==> config.mk <==
export PLATFORM = sky130hd
export DESIGN_NAME = fetch_decode
export DESIGN_NICKNAME = d
export VERILOG_FILES = /design/src/rtl/fetch_decode.sv
export SDC_FILE = /design/constraint.sdc
export NUM_CORES = 1
export LEC_CHECK = 0
export ABC_AREA = 1
export BUFFER_PORTS_ARGS = -buffer_cell sky130_fd_sc_hd__buf_2
export CELL_PAD_IN_SITES_DETAIL_PLACEMENT = 0
export CELL_PAD_IN_SITES_GLOBAL_PLACEMENT = 1
export CORE_MARGIN = 2
export CORE_UTILIZATION = 29
export CTS_BUF_LIST = sky130_fd_sc_hd__clkbuf_16
export DETAILED_ROUTE_END_ITERATION = 12
export HOLD_SLACK_MARGIN = 0.15
export PLACE_DENSITY_LB_ADDON = 0.05
export RECOVER_POWER = 50
export SYNTH_ARGS = -nofsm -noshare
export SYNTH_HDL_FRONTEND = slang
export SYNTH_SLANG_ARGS = --single-unit
==> constraint.sdc <==
create_clock -name clk -period 1.3 [get_ports clk]
set_input_delay 0.13 -clock clk [delete_from_list [all_inputs] [get_ports clk]]
set_output_delay 0.13 -clock clk [all_outputs]
set_load 0.02 [all_outputs]
==> src/rtl/fetch_decode.sv <==
// Two-phase instruction sequencer for the accumulator datapath.
// Each instruction takes a FETCH cycle, where the program memory read is in
// flight, and then one EXEC cycle, where the returned word is decoded into
// datapath strobes. OP_HEI ("halt until external input") holds EXEC until
// the synchronised SW8 differs from operand bit 0.
module fetch_decode #(
  parameter int PROG_LEN = 24
) (
  input  logic        clk,
  input  logic        reset,
  output logic [4:0]  addr,
  input  logic [11:0] instruction,
  input  logic        sw8,
  output logic        acc_we,
  output logic [1:0]  acc_sel,
  output logic [1:0]  alu_op,
  output logic        imm_sel,
  output logic [4:0]  imm,
  output logic        reg_we,
  output logic [4:0]  reg_addr,
  output logic        stalled
);

  // Shared opcode definitions; 7'd0 is deliberately left unassigned so an
  // erased or zero-filled memory word decodes as a harmless no-op.
  localparam logic [6:0] OP_HEI  = 7'd1;
  localparam logic [6:0] OP_LSW  = 7'd2;
  localparam logic [6:0] OP_RTA  = 7'd3;
  localparam logic [6:0] OP_ATR  = 7'd4;
  localparam logic [6:0] OP_ADD  = 7'd5;
  localparam logic [6:0] OP_ADDI = 7'd6;
  localparam logic [6:0] OP_MULI = 7'd7;

  localparam logic [1:0] SEL_ALU = 2'd0;
  localparam logic [1:0] SEL_SW  = 2'd1;
  localparam logic [1:0] SEL_RF  = 2'd2;

  localparam logic [1:0] ALU_PASS = 2'd0;
  localparam logic [1:0] ALU_ADD  = 2'd1;
  localparam logic [1:0] ALU_MUL  = 2'd2;

  localparam logic [4:0] LAST_PC = 5'(PROG_LEN - 1);

  typedef enum logic {
    FETCH = 1'b0,
    EXEC  = 1'b1
  } state_t;

  state_t     state;
  state_t     next_state;
  logic [4:0] pc;
  logic [4:0] pc_next;
  logic       sw8_m;
  logic       sw8_s;

  logic [6:0] opcode;
  logic [4:0] operand;

  assign opcode   = instruction[11:5];
  assign operand  = instruction[4:0];
  assign imm      = operand;
  assign reg_addr = operand;
  assign addr     = reset ? 5'd0 : pc;

  // Two-flop synchroniser for the asynchronous handshake switch.
  always_ff @(posedge clk) begin
    if (reset) begin
      sw8_m <= 1'b0;
      sw8_s <= 1'b0;
    end else begin
      sw8_m <= sw8;
      sw8_s <= sw8_m;
    end
  end

  // Sequencer state and program counter registers.
  always_ff @(posedge clk) begin
    if (reset) begin
      state <= FETCH;
      pc    <= 5'd0;
    end else begin
      state <= next_state;
      pc    <= pc_next;
    end
  end

  // Next-state, PC advance and instruction decode; strobes only in EXEC.
  always_comb begin
    next_state = state;
    pc_next    = pc;
    acc_we     = 1'b0;
    acc_sel    = SEL_ALU;
    alu_op     = ALU_PASS;
    imm_sel    = 1'b0;
    reg_we     = 1'b0;
    stalled    = 1'b0;

    if (!reset) begin
      unique case (state)
        FETCH: begin
          next_state = EXEC;
        end
        EXEC: begin
          case (opcode)
            OP_LSW: begin
              acc_we  = 1'b1;
              acc_sel = SEL_SW;
            end
            OP_RTA: begin
              acc_we  = 1'b1;
              acc_sel = SEL_RF;
            end
            OP_ATR: begin
              reg_we = 1'b1;
            end
            OP_ADD: begin
              acc_we  = 1'b1;
              acc_sel = SEL_ALU;
              alu_op  = ALU_ADD;
              imm_sel = 1'b0;
            end
            OP_ADDI: begin
              acc_we  = 1'b1;
              acc_sel = SEL_ALU;
              alu_op  = ALU_ADD;
              imm_sel = 1'b1;
            end
            OP_MULI: begin
              acc_we  = 1'b1;
              acc_sel = SEL_ALU;
              alu_op  = ALU_MUL;
              imm_sel = 1'b1;
            end
            default: begin
            end
          endcase

          if ((opcode == OP_HEI) && (sw8_s == operand[0])) begin
            stalled = 1'b1;
          end else begin
            next_state = FETCH;
            pc_next    = (pc == LAST_PC) ? 5'd0 : pc + 5'd1;
          end
        end
        default: begin
          next_state = FETCH;
        end
      endcase
    end
  end

endmodule

==> summary.txt, run 1 <==
Run status
  • Status: completed

Finish
  • Post-layout nets: 156
  • Most frequent cells in the layout: nand2_1 (23), inv_1 (21), buf_2 (19)
  • Antenna Cells: 0
  • Synth-to-Final Area Change: 26.55%
  • Layout cells sized above 1: 34.78%
  • Fin area: 942.2 um2
  • Area of the multi-input gates: 390.4 um2
  • # fillers: 272
  • Final Util: 38.38%
  • Reg area: 161.4 um2
  • Most common cell after layout, fill and taps aside: nand2_1

GRT
  • Largest net degree at the start of global routing: 9
  • Overall routing resource usage: 12.95%
  • Antenna violations before repair: 0
  • GR Overflow Total: 0
  • Vias in the first global route: 630
  • First-pass GRT wire length: 2677 um

CTS
  • Reg clk slew, reported paths: 0.04 ns
  • Root buffer cell: clkbuf_16
  • Maximum root-to-sink buffer count: 2
  • H-Tree Level Count: 1
  • CTS Buf Count: 3
  • CTS tree: built
  • Clock Sink Count: 8
  • Post-CTS Setup Inserts: 0
  • Worst-Skew Late Latency: 0.23 ns

Detailed routing
  • Wire length per cell: 9.321 um
  • Violation count after the first detailed-route iteration: 9
  • Post-route ant nets: 0
  • DRC Markers: 0
  • Vias per Instance: 4.208
  • Vias: 707
  • DRT Pass-1 Iters: 4
  • Overall routed net length: 1566 um

Pwr
  • Peak supply drop: 0.0006777 V
  • Pwr/cell area: 1015 nW/um2
  • Total Power: 0.9562 mW
  • Leakage: 0.5572 nW

Logic synthesis
  • Mapped cell area: 744.5 um2
  • Share of Yosys cell area claimed by the top area cell type: 21.51%
  • Adder-Cell Fraction of Synth Area: 1.681%
  • Flops & latches, synth: 8
  • Syn Area/Cell: 6.363 um2
  • Synth area leaders: dfxtp_1 (22%), nand2_1 (12%), inv_1 (11%), buf_4 (10%), nor2_1 (9.1%)
  • Synth Area in Compound Gates: 1.345%
  • Largest family of logic cells by synthesized area: simple AND/OR/NAND/NOR gates
  • Post-synthesis sequential area ratio: 21.51%
  • Mapped Nets: 133
  • Simple-Gate Fraction of Synth Area: 48.24%
  • Synth Area in XOR/XNOR: 0%
  • Synth Warn #: 0
  • Area leader, netlist: dfxtp_1
  • Cells after Synth: 117
  • Mux cell area share after synthesis: 0%
  • Yosys cell types: 20

Min path
  • Hold Path Class: in2reg
  • WHS Path Cells: 2

Floorplanning
  • Die width: 54.67 um
  • Core Rows: 18
  • I/O pin count: 38
  • Core ar.: 2455 um2
  • Die Ht: 54.67 um
  • Die footprint: 2988 um2
  • Initial Util: 30.33%

Placement
  • Detail Placement HPWL: 1246 um
  • PortBufs: 25
  • Post-DP Area: 839.6 um2
  • Routability cong.: 0.7192
  • Place WS: 0.1568 ns

Setup path
  • Crit path depth: 6
  • Delay-heaviest family, CP: simple AND/OR/NAND/NOR gates
  • CP required: 1.17 ns
  • Crit path max-delay cell type: dfxtp_2
  • CP Class: reg2out
  • Startpoint types: flip-flop
  • Worst-case reg-to-reg path depth: 8
  • Arrival time worst endpoint: 1.15 ns
  • Crit Path Max Fanout: 6
  • Critical Path End Type: output port
  • WP buf/inv: 1
  • Cell Chain, Critical Path: nand2_4 -> nor2_4 -> nand2_4 -> nor2_4 -> nand3b_1 -> buf_4
  • Max stage delay on crit path: 0.34 ns

STA
  • Clk_skew: 0.001357 ns
  • Slew margin rel.: 83.51%
  • Highest clock rate: 782.4 MHz
  • Hold Slack: 0.2237 ns
  • Worst-margin pin slew: 0.2484 ns
  • Min Tclk post-route: 1.278 ns
  • Slew Limit Fails: 0
  • PnR worst setup slack: 0.02195 ns
  • Tcrit/Tclk final: 98.31%
  • Final count of hold timing violations: 0
  • Final setup viols: 0
  • RSZ-0062 raised after global routing: yes

Flow run
  • Number of max-cap violations: 0
[cell usage after synthesis]
cell,count
inv_8,1
a21oi_1,2
nand2_2,3
nand3_4,1
nand3b_1,2
inv_1,21
nand4_1,1
nand2_4,2
dfxtp_1,8
inv_2,4
ha_1,1
nor3_1,1
nor2_1,18
nand3_1,10
nand2_1,24
buf_6,2
nor2_4,3
nor4_1,2
buf_4,10
nor2_8,1
[path summary, 6_finish.rpt]
check	startpoint	to	slack (ns)
max reg2reg	pc[0]	pc[0]	0.19
min reg2reg	sw8_m	sw8_s	0.41
max	state	acc_we	0.02
min	reset	sw8_s	0.22
[cells by family (layout without fill, tap and decap cells)]
kind of cell | Yosys count | count (layout)
simple gates | 68 | 68
compound gates | 2 | 2
flops | 8 | 8
buf+inv | 38 | 59
fa+ha+maj | 1 | 1
[where the power goes]
| group | internal, mW | leakage, nW | switching [mW] |
|---|---|---|---|
| sequential | 0.263 | 0.0661 | 0.00880 |
| combinational | 0.0647 | 0.454 | 0.105 |
| clock | 0.396 | 0.0370 | 0.119 |
| total | 0.724 | 0.557 | 0.233 |
[metrics by stage]
stage	setup TNS (ns)	cells
final	0	168
after global routing	-0.1046	168
after CTS	0	168
after detailed placement	0	164
after global placement	0	164
after floorplan	-0.09114	117
[registers in the layout, summed over array words and instances, names as in the netlist]
| name | cells |
|---|---|
| sw8_m | 1 |
| state | 1 |
| sw8_s | 1 |
| pc | 5 |
[layer usage]
metal  GRT usage (%)  share of wire [%]  wire [um]  vias up
met2           19.84                 43        681       18
met4           6.250                1.9         30        0
met5               0                  0          0        -
met3           5.191                7.4        116        5
met1           15.55                 47        737      305
li1                -                  -          -      379
[final cells by class]
class                   instances  share of cell area, %
inverters                      26                  11.16
well taps                      30                  3.984
multi-input cells              71                  41.43
repair buffers                 30                  18.33
clock buffers                   3                  7.968
flip-flops and latches          8                  17.13
[worst reg2reg max path, cell delays in order, from the launching register on]
cell	delay, ns
dfxtp_1	0.32
ha_1	0.17
nand2_1	0.07
inv_1	0.09
nand3_1	0.10
nand2_1	0.07
nand3_1	0.08
nand2_1	0.07
inv_1	0.03
[what timing repair did]
| action | CTS | global route |
|---|---|---|
| setup endpoints to repair | 2 | 4 |
| pin swaps | 1 | 0 |
| hold endpoints to repair | 1 | 0 |
| gates resized for setup | 4 | 3 |
| hold buffers | 1 | 0 |
No activity file was read; power rests on OpenSTA's default activity.
==> run 2: changes to the inputs <==
--- a/config.mk
+++ b/config.mk
@@ -16,6 +16,7 @@
 export HOLD_SLACK_MARGIN = 0.15
 export PLACE_DENSITY_LB_ADDON = 0.05
 export RECOVER_POWER = 50
+export REMOVE_ABC_BUFFERS = 1
 export SYNTH_ARGS = -nofsm -noshare
 export SYNTH_HDL_FRONTEND = slang
 export SYNTH_SLANG_ARGS = --single-unit
==> run 2 against run 1 <==
Critical path depth unchanged. Count of clock-buffer cells in the layout stayed put. Register-to-register slack about the same. Worst hold slack worse by 0.0084 ns. Clock skew about the same. Sequential power hardly changed.
==> summary.txt, run 2 (same netlist as run 1, synthesis figures left out) <==
Run status
  • Status: completed

GRT
  • Overall routing resource usage: 13.12% (+0.18 points)
  • Met2 Resource Use GR: 23.81% (+4.0 points)
  • GR Overflow Total: 0 (unchanged)
  • GRT Max-Usage Layer: met2
  • Largest net degree at the start of global routing: 9 (unchanged)
  • Met1 global-route usage: 12.79% (-2.8 points)
  • Antenna violations before repair: 0 (unchanged)
  • Met3 Track Usage GR: 3.552% (-1.6 points)
  • Vias in the first global route: 703 (+12%)
  • First-pass GRT wire length: 2739 um (+2.3%)

Placement
  • Post-DP Area: 832.0 um2 (-0.89%)
  • PortBufs: 25 (unchanged)
  • Routability cong.: 0.7336 (+2.0%)
  • Detail Placement HPWL: 1317 um (+5.7%)

Detailed routing
  • Post-route ant nets: 0 (unchanged)
  • Wire length per cell: 9.500 um (+1.9%)
  • Vias per Instance: 4.324 (+2.7%)
  • DRT Pass-1 Iters: 3 (-1)
  • DRC Markers: 0 (unchanged)
  • Vias: 735 (+4.0%)
  • Overall routed net length: 1615 um (+3.1%)
  • Violation count after the first detailed-route iteration: 6 (-3)

Setup path
  • Arrival time worst endpoint: 1.15 ns (about the same)
  • CP required: 1.17 ns (about the same)
  • Delay-heaviest family, CP: simple AND/OR/NAND/NOR gates
  • Startpoint types: flip-flop
  • WP buf/inv: 1 (unchanged)
  • Crit path max-delay cell type: dfxtp_2
  • Max stage delay on crit path: 0.34 ns (about the same)
  • Crit Path Max Fanout: 6 (unchanged)
  • Critical Path End Type: output port
  • Cell Chain, Critical Path: nand2_4 -> nor2_4 -> nand2_4 -> nor2_4 -> nand3b_1 -> buf_6
  • CP Class: reg2out

Finish
  • Final Util: 38.99% (+0.61 points)
  • Biggest register: pc
  • Antenna Cells: 0 (unchanged)
  • Synth-to-Final Area Change: 28.57%
  • Post-layout nets: 158 (+1.3%)
  • Most common cell after layout, fill and taps aside: nand2_1
  • Fin area: 957.2 um2 (+1.6%)
  • Max FFs per register: 5 (unchanged)
  • Most frequent cells in the layout: nand2_1 (23), inv_1 (21), buf_2 (21)
  • Layout cells sized above 1: 36.43% (+1.6 points)

Min path
  • Hold Path Class: in2reg

CTS
  • CTS tree: built
  • CTS Buf Count: 3 (unchanged)
  • Maximum root-to-sink buffer count: 2 (unchanged)
  • Reg clk slew, reported paths: 0.04 ns (about the same)
  • Clock Sink Count: 8 (unchanged)
  • H-Tree Level Count: 1 (unchanged)
  • Root buffer cell: clkbuf_16
  • Worst-Skew Late Latency: 0.23 ns (about the same)

STA
  • Final count of hold timing violations: 0 (unchanged)
  • RSZ-0062 raised after global routing: yes
  • Clk_skew: 0.001507 ns (+0.0001503 ns)
  • Hold Slack: 0.2153 ns (-0.008435 ns)
  • Worst-margin pin slew: 0.2265 ns (-0.02186 ns)
  • Min Tclk post-route: 1.284 ns (+0.006096 ns)
  • Tcrit/Tclk final: 98.78% (+0.47 points)
  • Highest clock rate: 778.7 MHz (-0.47%)
  • Slew Limit Fails: 0 (unchanged)
  • Slew margin rel.: 84.76% (+1.2 points)
  • Final setup viols: 0 (unchanged)

Floorplanning
  • Core ar.: 2455 um2 (unchanged)
  • Die Ht: 54.67 um (unchanged)
  • Initial Util: 30.33% (unchanged)
  • I/O pin count: 38 (unchanged)
  • Die footprint: 2988 um2 (unchanged)
  • Core Rows: 18 (unchanged)
  • Die width: 54.67 um (unchanged)

Pwr
  • Switching Fraction: 24.50% (+0.17 points)
  • Leakage: 0.5662 nW (+1.6%)
  • Total Power: 0.9587 mW (+0.27%)
  • Clock power share: 54.1% (+0.2 points)
  • Pwr/cell area: 1002 nW/um2 (-1.3%)
  • Internal: 0.7239 mW (about the same)
  • Sw power: 0.2349 mW (+0.98%)
  • Reg power frac: 28.4% (about the same)
  • Gate power share: 17.5% (-0.2 points)
  • Peak supply drop: 0.0006089 V (-10%)

Flow run
  • Number of max-cap violations: 0 (unchanged)
[run 2: worst register-to-register path, delay by kind of cell, from the launching register on]
| kind | cells | cell delay, ns |
|---|---|---|
| and+or+nand+nor | 5 | 0.37 |
| DFF | 1 | 0.32 |
| buffers and inverters | 2 | 0.13 |
| adders and majority gates | 1 | 0.17 |
[run 2: repair_timing]
action	CTS	global route
buffers inserted	0	3
endpoints found under the hold margin	1	0
gates cloned	0	0
hold buffers	1	0
setup endpoints to repair	4	3
resized for setup	4	3
pin swaps	1	1
[run 2: area by class of cell]
class	instances	area, um2
repair buffers	32	186.4
inverters	26	105.1
flip-flops and latches	8	161.4
fillers	281	1498
well taps	30	37.54
multi-input cells	71	391.6
clock buffers	3	75.07
[run 2: per-layer routing]
metal | share of wire (%) | wire [um]
met5 | 0 | 0
met4 | 2.6 | 42
met3 | 7.5 | 121
met2 | 48 | 779
met1 | 42 | 672
[run 2: final timing paths]
kind | start | to | slack (ns) | cells past startpoint
worst min register to register | sw8_m | sw8_s | 0.40 | 2
worst max-delay path | state | acc_we | 0.02 | 6
worst min-delay path | reset | sw8_m | 0.22 | 2
worst max register to register | pc[0] | pc[0] | 0.19 | 8
[run 2: power groups by stage]
stage / Combinational, mW / Clock [mW] / Sequential, mW
final: 0.168 / 0.519 / 0.272
after floorplan: 0.0925 / 0 / 0.279
after CTS: 0.170 / 0.529 / 0.273
after detailed placement: 0.165 / 0 / 0.276
after global placement: 0.166 / 0 / 0.275
after global routing: 0.191 / 0.537 / 0.274
[run 2: per-stage QoR]
step / worst slack [ns] / setup TNS, ns / std cells
floorplan: -0.1231 / -0.2462 / 105
global placement: 0.1639 / 0 / 163
detailed placement: 0.1415 / 0 / 163
CTS: 0.009437 / 0 / 167
global route: -0.04178 / -0.08152 / 170
finish: 0.01585 / 0 / 170
